==> src/rtl/operand_latch_adder_if.sv <==
// Operand/result bundle between the demux-side driver and operand_latch_adder.
// Carries the optional sub control when SUBTRACT_EN is defined.
interface operand_latch_adder_if #(
   parameter int unsigned WIDTH = 4
);
   logic [WIDTH-1:0] a_bus;
   logic [WIDTH-1:0] b_bus;
   logic             select;
   logic             btn_load;
   logic             clear;
`ifdef SUBTRACT_EN
   logic             sub;
`endif
   logic [WIDTH-1:0] op_a;
   logic [WIDTH-1:0] op_b;
   logic [WIDTH:0]   sum;
   logic             sum_valid;
   logic [2:0]       state;

   modport master (
`ifdef SUBTRACT_EN
      output sub,
`endif
      output a_bus, b_bus, select, btn_load, clear,
      input  op_a, op_b, sum, sum_valid, state
   );

   modport slave (
`ifdef SUBTRACT_EN
      input  sub,
`endif
      input  a_bus, b_bus, select, btn_load, clear,
      output op_a, op_b, sum, sum_valid, state
   );
endinterface

==> src/rtl/operand_latch_adder.sv <==
// Debounced two-operand capture with registered add (or subtract when SUBTRACT_EN is
// defined). Synchronous active-high reset; all outputs registered.
module operand_latch_adder #(
   parameter int unsigned WIDTH     = 4,
   parameter int unsigned DB_CYCLES = 500000
) (
   input logic                  clk,
   input logic                  rst,
   operand_latch_adder_if.slave bus
);
   localparam int unsigned CntW = (DB_CYCLES > 1) ? $clog2(DB_CYCLES) : 1;
   localparam logic [CntW-1:0] CntMax = CntW'(DB_CYCLES - 1);

   typedef enum logic [2:0] {
      StEmpty = 3'd0,
      StHaveA = 3'd1,
      StHaveB = 3'd2,
      StAdd   = 3'd3,
      StDone  = 3'd4
   } state_e;

   logic            sync1_q, sync2_q;
   logic            db_q, db_prev_q;
   logic [CntW-1:0] cnt_q;
   logic            load_pulse;

   state_e           state_q;
   logic [WIDTH-1:0] op_a_q, op_b_q;
   logic [WIDTH:0]   sum_q;
   logic             sum_valid_q;

   always_ff @(posedge clk) begin
      if (rst) begin
         sync1_q   <= 1'b0;
         sync2_q   <= 1'b0;
         db_q      <= 1'b0;
         db_prev_q <= 1'b0;
         cnt_q     <= '0;
      end else begin
         sync1_q   <= bus.btn_load;
         sync2_q   <= sync1_q;
         db_prev_q <= db_q;
         // Level only flips after DB_CYCLES consecutive disagreeing samples.
         if (sync2_q != db_q) begin
            if (cnt_q == CntMax) begin
               db_q  <= ~db_q;
               cnt_q <= '0;
            end else begin
               cnt_q <= cnt_q + 1'b1;
            end
         end else begin
            cnt_q <= '0;
         end
      end
   end

   assign load_pulse = db_q & ~db_prev_q;

   always_ff @(posedge clk) begin
      if (rst) begin
         state_q     <= StEmpty;
         op_a_q      <= '0;
         op_b_q      <= '0;
         sum_q       <= '0;
         sum_valid_q <= 1'b0;
      end else if (bus.clear) begin
         state_q     <= StEmpty;
         op_a_q      <= '0;
         op_b_q      <= '0;
         sum_valid_q <= 1'b0;
      end else begin
         unique case (state_q)
            StEmpty: begin
               if (load_pulse) begin
                  if (bus.select) begin
                     op_a_q  <= bus.a_bus;
                     state_q <= StHaveA;
                  end else begin
                     op_b_q  <= bus.b_bus;
                     state_q <= StHaveB;
                  end
               end
            end
            StHaveA: begin
               if (load_pulse) begin
                  if (bus.select) begin
                     op_a_q <= bus.a_bus;
                  end else begin
                     op_b_q  <= bus.b_bus;
                     state_q <= StAdd;
                  end
               end
            end
            StHaveB: begin
               if (load_pulse) begin
                  if (bus.select) begin
                     op_a_q  <= bus.a_bus;
                     state_q <= StAdd;
                  end else begin
                     op_b_q <= bus.b_bus;
                  end
               end
            end
            StAdd: begin
`ifdef SUBTRACT_EN
               // Borrow lands in the MSB because both sides are zero-extended.
               if (bus.sub) sum_q <= {1'b0, op_a_q} - {1'b0, op_b_q};
               else         sum_q <= {1'b0, op_a_q} + {1'b0, op_b_q};
`else
               sum_q <= {1'b0, op_a_q} + {1'b0, op_b_q};
`endif
               sum_valid_q <= 1'b1;
               state_q     <= StDone;
            end
            StDone: begin
               if (load_pulse) begin
                  if (bus.select) op_a_q <= bus.a_bus;
                  else            op_b_q <= bus.b_bus;
                  sum_valid_q <= 1'b0;
                  state_q     <= StAdd;
               end
            end
            default: state_q <= StEmpty;
         endcase
      end
   end

   assign bus.op_a      = op_a_q;
   assign bus.op_b      = op_b_q;
   assign bus.sum       = sum_q;
   assign bus.sum_valid = sum_valid_q;
   assign bus.state     = state_q;
endmodule

==> src/flat_wrapper.sv <==
// flat-port wrapper written by rule: the top's interface ports become plain ports
module operand_latch_adder_flat 
#(
   parameter int unsigned WIDTH     = 4,
   parameter int unsigned DB_CYCLES = 500000
)
  (clk, rst, bus_a_bus, bus_b_bus, bus_select, bus_btn_load, bus_clear, bus_op_a, bus_op_b, bus_sum, bus_sum_valid, bus_state);
  operand_latch_adder_if #(.WIDTH(WIDTH)) bus_i ();
  input logic clk;
  input logic rst;
  input wire logic [$bits(bus_i.a_bus)-1:0] bus_a_bus;
  input wire logic [$bits(bus_i.b_bus)-1:0] bus_b_bus;
  input wire logic [$bits(bus_i.select)-1:0] bus_select;
  input wire logic [$bits(bus_i.btn_load)-1:0] bus_btn_load;
  input wire logic [$bits(bus_i.clear)-1:0] bus_clear;
  output wire logic [$bits(bus_i.op_a)-1:0] bus_op_a;
  output wire logic [$bits(bus_i.op_b)-1:0] bus_op_b;
  output wire logic [$bits(bus_i.sum)-1:0] bus_sum;
  output wire logic [$bits(bus_i.sum_valid)-1:0] bus_sum_valid;
  output wire logic [$bits(bus_i.state)-1:0] bus_state;
  assign bus_i.a_bus = bus_a_bus;
  assign bus_i.b_bus = bus_b_bus;
  assign bus_i.select = bus_select;
  assign bus_i.btn_load = bus_btn_load;
  assign bus_i.clear = bus_clear;
  assign bus_op_a = bus_i.op_a;
  assign bus_op_b = bus_i.op_b;
  assign bus_sum = bus_i.sum;
  assign bus_sum_valid = bus_i.sum_valid;
  assign bus_state = bus_i.state;
  operand_latch_adder #(.WIDTH(WIDTH), .DB_CYCLES(DB_CYCLES)) u_core (.clk(clk), .rst(rst), .bus(bus_i));
endmodule
==> config.mk <==
export PLATFORM = sky130hd
export DESIGN_NAME = operand_latch_adder_flat
export DESIGN_NICKNAME = d
export VERILOG_FILES = /design/src/rtl/operand_latch_adder_if.sv /design/src/rtl/operand_latch_adder.sv /design/src/flat_wrapper.sv
export SDC_FILE = /design/constraint.sdc
export NUM_CORES = 1
export LEC_CHECK = 0
export CAP_MARGIN = 0
export CORE_ASPECT_RATIO = 2
export CORE_MARGIN = 1.5
export CORE_UTILIZATION = 29
export DETAILED_ROUTE_END_ITERATION = 10
export DONT_BUFFER_PORTS = 1
export GPL_ROUTABILITY_DRIVEN = 0
export PLACE_DENSITY = 0.5
export SKIP_CTS_REPAIR_TIMING = 1
export SYNTH_ARGS = -nofsm -noshare
export SYNTH_HDL_FRONTEND = slang
export SYNTH_SLANG_ARGS = --single-unit
export TNS_END_PERCENT = 100
==> constraint.sdc <==
create_clock -name clk -period 2.04 [get_ports clk]
set_input_delay 0.204 -clock clk [delete_from_list [all_inputs] [get_ports clk]]
set_output_delay 0.204 -clock clk [all_outputs]
set_load 0.05 [all_outputs]
* After elaboration in Yosys (flattened, before gate mapping)
Cells that the tools add are included.
** Word-level totals
- Register bits after elaboration :: 40
- Input port bits :: 13
- Output and inout port bits :: 17
** Cells by class
- Add/sub/neg operators :: 2
- Equal/unequal tests :: 12
- Multiplexer cells :: 10
- Bitwise logic cells :: 6
- Reductions and logical operators :: 11
** Operators by type and width (count)
- adder 19 x 1 -> 19 bit (second input constant) :: 1
- equality test 19 bit (second input constant) :: 1
- two-way mux 3 bit :: 6
- case mux 3 bit (5 select lines) :: 1
- != test 2 x 1 -> 1 bit (second input constant) :: 4
- equality test 3 x 2 -> 1 bit (second input constant) :: 2
- AND reduction 2 bit :: 3
- AND reduction 3 bit :: 2
- AND reduction 6 bit :: 1
- adder 4 x 4 -> 5 bit :: 1
- NOT 1 bit :: 5
- != test 2 bit (second input constant) :: 2
- OR reduction 4 bit :: 1
- equality test 3 x 1 -> 1 bit (second input constant) :: 1
- equality test 3 bit (second input constant) :: 1
- logical NOT 3 bit :: 1
- OR reduction 3 bit :: 1
- two-way mux 2 bit :: 1
- case mux 1 bit (2 select lines) :: 1
- nonzero test 2 bit :: 1
- OR reduction 2 bit :: 1
- bitwise AND 1 bit :: 1
- two-way mux 1 bit :: 1
- != test 1 bit :: 1

* Longest topological paths before layout
Gate-level depths: netlist of run 1.
- Word-level depth :: 4
- Mapped depth :: 7

* Worst setup path after synthesis of run 1
No wires, ideal clock.
- Kind :: register -> register
- Start point :: register u_core.state_q[1] (netlist: u_core.bus.state[1])
- End point :: register u_core.sum_q[3] (netlist: u_core.bus.sum[3])
- Arrival :: 1.812 ns
- Path slack :: 0.122 ns
- Stages on the path, launching flop included :: 6
- Buffers on the path :: 1
- Period minus slack after synthesis :: 1.918 ns
- Path through :: dfxtp_1 -> clkbuf_2 -> nand2_1 -> nor3_4 -> or4b_1 -> o311ai_0
** On the way
- Cells in the longest elaborated chain, start to end :: 2
** RTL lines
- start, declared :: RTL line operand_latch_adder.sv:27 : state_e state_q;
- start signal, assigned :: RTL line operand_latch_adder.sv:61 : state_q <= StEmpty;
- start signal, assigned :: RTL line operand_latch_adder.sv:67 : state_q <= StEmpty;
- start signal, assigned :: RTL line operand_latch_adder.sv:77 : state_q <= StHaveA;
- equality test 3 x 2 -> 1 bit :: RTL line operand_latch_adder.sv:72 : unique case (state_q)
- AND reduction 2 bit (no source line)
- end signal, assigned :: RTL line operand_latch_adder.sv:110 : sum_q <= {1'b0, op_a_q} + {1'b0, op_b_q};
- end, declared :: RTL line operand_latch_adder.sv:29 : logic [WIDTH:0] sum_q;
No other way between the ends.
A chain may end at the register's enable or synchronous reset.

* Final worst setup path of run 1
- Start point :: register u_core.cnt_q[0]
- End point :: register u_core.db_q
** On the way
- Cells in the longest elaborated chain, start to end :: 2
** RTL lines
- start, declared :: RTL line operand_latch_adder.sv:24 : logic [CntW-1:0] cnt_q;
- start signal, assigned :: RTL line operand_latch_adder.sv:49 : cnt_q <= cnt_q + 1'b1;
- equality test 19 bit :: RTL line operand_latch_adder.sv:45 : if (cnt_q == CntMax) begin
- AND reduction 2 bit (no source line)
- end signal, assigned :: RTL line operand_latch_adder.sv:46 : db_q <= ~db_q;
- end, declared :: RTL line operand_latch_adder.sv:23 : logic db_q, db_prev_q;
No other way between the ends.

==> impl_metrics.json, run 1 <==
{
  "dr.pass1.iters": 4,
  "finClkSkew_ns": 0.00597,
  "nFillCells": 615,
  "slowest_delay_ns": 0.36,
  "rrSetupSlack_ns": 0.32,
  "start_util": 0.304,
  "dp_hpwl_um": 2890,
  "endpoint_kind": "flip-flop",
  "yosys.area_share.simple": 0.262,
  "overflow": 0,
  "num_antenna_cells": 0,
  "min_path_type": "input pin to flip-flop",
  "synth_mux_area_frac": 0.0605,
  "synth_cell_types": 46,
  "yosysTopAreaCell": "dfxtp_1",
  "setup_violations": 0,
  "post_drt_wl_per_cell_um": 12.9,
  "path_clk_slew_ns": 0.06,
  "finalNetCount": 225,
  "use_met2": 0.221,
  "power_density_nw_per_um2": 709,
  "crit_fanout": 4,
  "synthFlopType": "dfxtp_1",
  "core-area_sq_um": 6060,
  "grt-busiest-layer": "met2",
  "synth_area_leaders": "dfxtp_1 (44%), nor2_1 (6.5%), mux2i_1 (5.4%), xor2_1 (4.3%), ha_1 (3.4%)",
  "yosysSeqAreaShare": 0.435,
  "critPathLaunchType": "flip-flop",
  "grt_pass1_wl_um": 5890,
  "placedCellCount": 282,
  "clock_path_buffers": 2,
  "clkSinkCount": 40,
  "area_growth_syn_to_layout_pct": 17.3,
  "stdcell_count": 290,
  "drtAntennaViolNets": 0,
  "io_pins": 30,
  "max_freq_ghz": 0.581,
  "hold_end": "u_core.sync1_q",
  "totalPowerFinal_mw": 1.53,
  "synthCells": 189,
  "grt_max_degree": 19,
  "cap_violations": 0,
  "worstPathRequired_ns": 2.21,
  "reg2reg_depth": 5,
  "worstReg2RegEnd": "u_core.db_q",
  "synth_xor_area_frac": 0.0761,
  "grt_use_met1": 0.104,
  "tritoncts": "yes",
  "rsz0062_at_grt": "no",
  "synth-seq-cells": 40,
  "synth_edf_count": 0,
  "tightest_slew_ns": 0.536,
  "drt_wl_total_um": 3750,
  "drtIter0Drc": 57,
  "htree_levels": 2,
  "slew_violations": 0,
  "syn_avg_cell_area_sq_um": 9.74,
  "crit_path_cell_trace": "ha_1 -> and4_1 -> nand4_4 -> nor3_1 -> mux2_2",
  "cellLeakagePower_nw": 0.745,
  "async_flop_share": 0,
  "synth_top_family_by_area": "simple AND/OR/NAND/NOR gates",
  "drcViolationCount": 0,
  "grt_antenna_before_repair": 0,
  "die_h_um": 116,
  "vias": 1364,
  "timing.final.crit_share": 0.844,
  "worstHoldPathCells": 1,
  "period_minus_slack_ns": 1.72,
  "io_buffers": 0,
  "core.rowCount": 40,
  "synth-compound-area-share": 0.0836,
  "finalHoldViolations": 0,
  "peakVddDrop_v": 0.000462,
  "seq_area_sq_um": 801,
  "dieArea_sq_um": 6860,
  "synth_warnings": 0,
  "crit_buf_inv": 0,
  "worstSkewPairLatency_ns": 0.28,
  "grt_pass1_vias": 1295,
  "crit_family": "simple AND/OR/NAND/NOR gates",
  "tns_ns": 0,
  "die_x_um": 59.3,
  "viasPerCell": 4.70,
  "arrival_ns": 1.89,
  "grt.total_usage": 0.118,
  "multiInputGateArea_sq_um": 981,
  "timing.rr.start": "u_core.cnt_q[0]",
  "synthesis.area_sq_um": 1840,
  "yosys.area.top_type_share": 0.435,
  "synthAdderAreaFrac": 0.0510,
  "cts-root-buf": "clkbuf_16",
  "grtUsageMet3": 0.0391,
  "max_slew_margin": 0.642,
  "min_from": "bus_btn_load",
  "critPathSlowestCell": "dfxtp_1",
  "cts_buffers": 5,
  "drive_gt1_frac": 0.150,
  "synth_nets": 208,
  "critPathKind": "flip-flop to flip-flop",
  "status": "finished, final reports clean"
}
## synthesized netlist by cell type (3+ instances only)
cell type,count
buf_6,3
nor2b_1,6
nand4_1,7
a21oi_1,8
nor3_1,5
xnor2_1,7
dfxtp_1,40
and4_1,3
xor2_1,9
a211oi_1,3
nor2_1,32
nand2_1,6
nand3_1,5
mux2i_1,10
ha_1,5
## stage by stage
step	area, sq um	worst slack, ns	hold WS (ns)	util
CTS	2150	0.315	-0.0189	0.355
finish	2160	0.318	0.0639	0.356
floorplan	1840	0.122	0.285	-
global placement	2010	0.376	0.281	0.333
global route	2160	0.221	0.0703	0.356
detailed placement	2010	0.342	0.281	0.333
## placed cells by master (no fill, tap or decap), types with 3 or more instances in the layout
master and n:
nand2_1 6, nand4_1 7, nor2_1 32, dfxtp_1 40, nor3_1 5, ha_1 5, xnor2_1 7, a211oi_1 3
a21oi_1 8, nor2b_1 6, buf_4 16, mux2i_1 10, nand3_1 5, and4_1 3, xor2_1 9, clkbuf_16 5
## report_power, final
group	total (mW)	leakage [nW]	internal (mW)	switching [mW]
clock	0.727	0.0667	0.444	0.283
sequential	0.785	0.323	0.784	0.00126
combinational	0.0175	0.355	0.00705	0.0105
total	1.53	0.745	1.23	0.295
## metal layers
layer | vias to the layer above | wire length (um)
li1 | 697 | -
met1 | 635 | 1330
met2 | 27 | 2140
met3 | 5 | 181
met4 | 0 | 103
met5 | - | 0
## worst max path at each step
stage                             start                end  slack (ns)  depth (start not counted)
finish                  u_core.cnt_q[0]        u_core.db_q        0.32                          5
global placement        u_core.cnt_q[0]   u_core.cnt_q[10]        0.38                          6
CTS                     u_core.cnt_q[0]        u_core.db_q        0.32                          5
floorplan           u_core.bus.state[1]  u_core.bus.sum[3]        0.12                          5
global route            u_core.cnt_q[0]    u_core.cnt_q[7]        0.22                          6
detailed placement      u_core.cnt_q[0]   u_core.cnt_q[12]        0.34                          6
## cell families (layout without fill, tap and decap cells)
logic type	count (synthesis)	after routing
xor+xnor	16	16
mux	11	11
simple gates	84	84
fa+ha+maj	7	7
buf+inv	9	26
flops	40	40
compound gates	22	22
## flip-flops by register name (all words and copies together) (netlist names)
name                  flops
u_core.bus.state          3
u_core.sync2_q            1
u_core.cnt_q             19
u_core.bus.op_b           4
u_core.db_prev_q          1
u_core.db_q               1
u_core.sync1_q            1
u_core.bus.op_a           4
u_core.bus.sum            5
u_core.bus.sum_valid      1
## area by class of cell
| cell class | count | area share |
|---|---|---|
| multi-input combinational | 140 | 0.454 |
| clock buffer | 6 | 0.0597 |
| clock inverter | 1 | 0.00232 |
| tap | 84 | 0.0487 |
| sequential | 40 | 0.371 |
| timing repair buffer | 17 | 0.0603 |
| inverter | 2 | 0.00348 |
## worst reg2reg max path, stage by stage, from the launching register on
cell and delay (ns):
dfxtp_1 0.36, ha_1 0.21, and4_1 0.27, nand4_4 0.14, nor3_1 0.28, mux2_2 0.36
Power figures use the tool's default switching activity.
==> run 2, diff against run 1 <==
Clock period 2.04 ns to 1.8 ns, I/O delays scaled along.
==> impl_metrics.json, run 2 (synthesis gave the netlist of run 1 again) <==
{
  "min_from": "bus_btn_load",
  "drt_wl_total_um": 3830,
  "drcViolationCount": 0,
  "placedCellCount": 288,
  "worstHoldPathCells": 1,
  "cellLeakagePower_nw": 0.796,
  "fin_area_sq_um": 2250,
  "totalPowerFinal_mw": 1.92,
  "combPwrFrac": 0.011,
  "finalHoldViolations": 0,
  "met3_length_um": 174,
  "timing.final.crit_share": 0.936,
  "area_growth_syn_to_layout_pct": 22.4,
  "slowest_delay_ns": 0.37,
  "seq_area_sq_um": 803,
  "drtIter0Drc": 63,
  "setup_violations": 0,
  "worstSkewPairLatency_ns": 0.28,
  "dieArea_sq_um": 6860,
  "tritoncts": "yes",
  "cap_violations": 0,
  "dp_hpwl_um": 2880,
  "path_clk_slew_ns": 0.06,
  "status": "finished, final reports clean",
  "peakVddDrop_v": 0.000488,
  "grt.total_usage": 0.121,
  "intPower_mw": 1.55,
  "endpoint": "u_core.db_q",
  "start_util": 0.304,
  "setup.worst_path.start": "u_core.cnt_q[0]",
  "rsz0062_at_grt": "no",
  "core-area_sq_um": 6060,
  "power_density_nw_per_um2": 852,
  "largest_reg_flops": 19,
  "drive_gt1_frac": 0.192,
  "tns_ns": 0,
  "p_clk_frac": 0.525,
  "drtAntennaViolNets": 0,
  "cts_buffers": 5,
  "rrSetupSlack_ns": 0.12,
  "dr.pass1.iters": 4,
  "post_drt_wl_per_cell_um": 12.9,
  "crit_path_cell_trace": "ha_1 -> and4_1 -> nand4_4 -> nor3_1 -> mux2_2",
  "die_h_um": 116,
  "seqPwrFrac": 0.463,
  "finClkSkew_ns": 0.00263,
  "power.switching_mw": 0.371,
  "num_antenna_cells": 0,
  "worstPathRequired_ns": 1.97,
  "clock_path_buffers": 2,
  "crit_fanout": 4,
  "io_buffers": 0,
  "clkSinkCount": 40,
  "final_cell_mix": "dfxtp_1 (38), nor2_1 (32), buf_4 (21)",
  "viasPerCell": 4.74,
  "grt_pass1_vias": 1389,
  "min_path_type": "input pin to flip-flop",
  "io_pins": 30,
  "overflow": 0,
  "worstReg2RegEnd": "u_core.db_q",
  "top_layer": "met4",
  "max_slew_margin": 0.652,
  "dr_wl_met2_um": 2210,
  "nFillCells": 619,
  "grt_pass1_wl_um": 6210,
  "arrival_ns": 1.86,
  "max_freq_ghz": 0.594,
  "timing.rr.start": "u_core.cnt_q[0]",
  "slew_violations": 0,
  "cts-root-buf": "clkbuf_16",
  "drt-met1-wl_um": 1370,
  "largest_register": "u_core.cnt_q",
  "multiInputGateArea_sq_um": 981,
  "grt_max_degree": 19,
  "critPathKind": "flip-flop to flip-flop",
  "critPathSlowestCell": "dfxtp_1",
  "endpoint_kind": "flip-flop",
  "final_common_cell": "dfxtp_1",
  "stdcell_count": 297,
  "grt_antenna_before_repair": 0,
  "core.rowCount": 40,
  "fin_hold_ws_ns": 0.0315,
  "die_x_um": 59.3,
  "htree_levels": 2,
  "reg2reg_depth": 5,
  "vias": 1409,
  "tightest_slew_ns": 0.522,
  "p_sw_frac": 0.193,
  "period_minus_slack_ns": 1.68,
  "placed_area_sq_um": 2070,
  "critPathLaunchType": "flip-flop",
  "finalNetCount": 231
}
-- run 2: changes by cell type in the layout (fill, tap and decap cells not counted), sizes merged --
cell | previous run | this run
buf | 16 | 22
bufinv | 0 | 1
clkbuf | 6 | 5
clkinvlp | 0 | 1
-- run 2: power by group through the flow --
stage / clock network [mW] / logic [mW] / registers, mW
2_1_floorplan: 0 / 0.0163 / 0.909
3_3_place_gp: 0 / 0.0183 / 0.909
3_5_place_dp: 0 / 0.0183 / 0.909
4_1_cts: 1.05 / 0.0184 / 0.889
5_1_grt: 1.08 / 0.0245 / 0.889
6_report: 1.01 / 0.0220 / 0.889
-- run 2: final cells by class --
type	instances	share of cell area
Timing Repair Buffer	23	0.0833
Sequential cell	40	0.357
Clock buffer	5	0.0556
Tap cell	84	0.0467
Clock inverter	3	0.0189
Multi-Input combinational cell	140	0.436
Inverter	2	0.00333
-- run 2: metal layers --
metal	global-route usage	vias up
met5	0	-
met1	0.109	660
met4	0.0727	0
met3	0.0346	7
met2	0.226	31
li1	-	711
-- run 2: worst min-delay path by stage --
stage	slack (ns)	to
2_1_floorplan	0.26	u_core.db_prev_q
3_3_place_gp	0.26	u_core.bus.sum[4]
3_5_place_dp	0.26	u_core.sync2_q
4_1_cts	-0.05	u_core.sync2_q
5_1_grt	0.04	u_core.bus.op_b[1]
6_report	0.03	u_core.sync1_q
-- run 2: through the flow --
step	util	setup WS (ns)
floorplan	-	0.0261
global placement	0.343	0.163
detailed placement	0.343	0.137
CTS	0.370	0.114
global route	0.372	0.0110
finish	0.372	0.116
-- run 2: critical path: cells and delay by family, from the launching register on --
kind	cells	cell delay (ns)
fa+ha+maj	1	0.21
flops	1	0.37
mux	1	0.35
simple gates	3	0.65
==> run 3, diff against run 2 <==
Clock period 1.8 ns to 1.61 ns, I/O delays scaled along.
==> impl_metrics.json, run 3 (synthesis gave the netlist of run 1 again) <==
{
  "placed_area_sq_um": 2200,
  "crit_buf_inv": 1,
  "largest_reg_flops": 19,
  "arrival_ns": 1.71,
  "slew_violations": 0,
  "dieArea_sq_um": 6860,
  "max_slew_margin": 0.764,
  "crit_fanout": 18,
  "cts-root-buf": "clkbuf_16",
  "drive_gt1_frac": 0.303,
  "max_freq_ghz": 0.646,
  "drt_wl_total_um": 3970,
  "final_common_cell": "buf_4",
  "finClkSkew_ns": 0.00430,
  "post_drt_wl_per_cell_um": 12.7,
  "cts_buffers": 5,
  "cap_violations": 0,
  "violations": "negative hold slack",
  "path_clk_slew_ns": 0.06,
  "min_from": "rst",
  "tritoncts": "yes",
  "hold_end": "u_core.bus.sum[1]",
  "grt_pass1_wl_um": 6350,
  "nFillCells": 612,
  "critPathKind": "flip-flop to flip-flop",
  "worstHoldPathCells": 1,
  "die_x_um": 59.3,
  "cellLeakagePower_nw": 0.903,
  "grt_antenna_before_repair": 0,
  "reg2reg_depth": 4,
  "core-area_sq_um": 6060,
  "dp_hpwl_um": 2980,
  "peakVddDrop_v": 0.000432,
  "tightest_slew_ns": 0.350,
  "grt_max_degree": 19,
  "rrSetupSlack_ns": 0.06,
  "num_antenna_cells": 0,
  "grt_pass1_vias": 1389,
  "period_minus_slack_ns": 1.55,
  "clock_path_buffers": 2,
  "setup_violations": 0,
  "vias": 1479,
  "fin_area_sq_um": 2420,
  "crit_path_cell_trace": "or4b_4 -> o31ai_4 -> buf_12 -> a21oi_1",
  "overflow": 0,
  "drtAntennaViolNets": 0,
  "dr.pass1.iters": 4,
  "drtIter0Drc": 59,
  "final_cell_mix": "buf_4 (35), nor2_1 (32), dfxtp_1 (29)",
  "critPathLaunchType": "flip-flop",
  "worstPathRequired_ns": 1.77,
  "timing.final.crit_share": 0.961,
  "finalNetCount": 246,
  "min_path_type": "input pin to flip-flop",
  "finalHoldViolations": 6,
  "slowest_delay_ns": 0.58,
  "die_h_um": 116,
  "io_pins": 30,
  "start_util": 0.304,
  "core.rowCount": 40,
  "power_density_nw_per_um2": 873,
  "worstSkewPairLatency_ns": 0.28,
  "worstReg2RegEnd": "u_core.cnt_q[17]",
  "grt.total_usage": 0.122,
  "endpoint_kind": "flip-flop",
  "io_buffers": 0,
  "drcViolationCount": 0,
  "critPathSlowestCell": "or4b_4",
  "largest_register": "u_core.cnt_q",
  "fin_hold_ws_ns": -0.0489,
  "viasPerCell": 4.74,
  "crit_family": "simple AND/OR/NAND/NOR gates",
  "area_growth_syn_to_layout_pct": 31.5,
  "status": "complete, but fails checks",
  "tns_ns": 0,
  "timing.rr.start": "u_core.cnt_q[14]",
  "setup.worst_path.start": "u_core.cnt_q[14]",
  "htree_levels": 2,
  "clkSinkCount": 40,
  "totalPowerFinal_mw": 2.11
}
## run 3: cell count changes in the layout (fill, tap and decap cells not counted), sizes merged
| cell | change |
|---|---|
| buf | +14 |
| clkinvlp | -1 |
| clkbuf | +1 |
| dlygate4sd3 | +1 |
## run 3: final cells by class
type,instances,area [sq um],share of cell area
inverters,2,7.51,0.00310
multi-input cells,140,1020,0.422
repair buffers,38,303,0.125
clock inverters,2,35.0,0.0145
flip-flops and latches,40,820,0.339
well taps,84,105,0.0434
clock buffers,6,129,0.0533
## run 3: layer usage
metal | routed length (um) | track usage | vias up
li1 | - | - | 742
met1 | 1490 | 0.119 | 694
met2 | 2190 | 0.224 | 32
met3 | 173 | 0.0346 | 11
met4 | 124 | 0.0576 | 0
met5 | 0 | 0 | -
## run 3: report_power, final
part | internal, mW | switching (mW) | total [mW]
registers | 0.990 | 0.00137 | 0.991
clock network | 0.728 | 0.370 | 1.10
logic | 0.0114 | 0.0119 | 0.0233
## run 3: per-stage QoR
stage,setup slack (ns),utilization,cells,hold slack (ns)
2_1_floorplan,-0.0284,-,189,0.242
3_3_place_gp,0.0321,0.364,300,0.236
3_5_place_dp,0.00789,0.364,300,0.237
4_1_cts,-0.00131,0.391,308,-0.0573
5_1_grt,-0.000529,0.400,312,-0.0629
6_report,0.0623,0.400,312,-0.0489
## run 3: worst max-delay path by stage
stage	endpoint	slack [ns]	cells after the start
after CTS	u_core.db_q	-0.001	5
after floorplan	u_core.cnt_q[13]	-0.03	5
after global placement	u_core.db_q	0.03	5
after global routing	u_core.bus.sum[4]	-0.0005	5
final	u_core.cnt_q[17]	0.06	4
after detailed placement	u_core.db_q	0.008	5
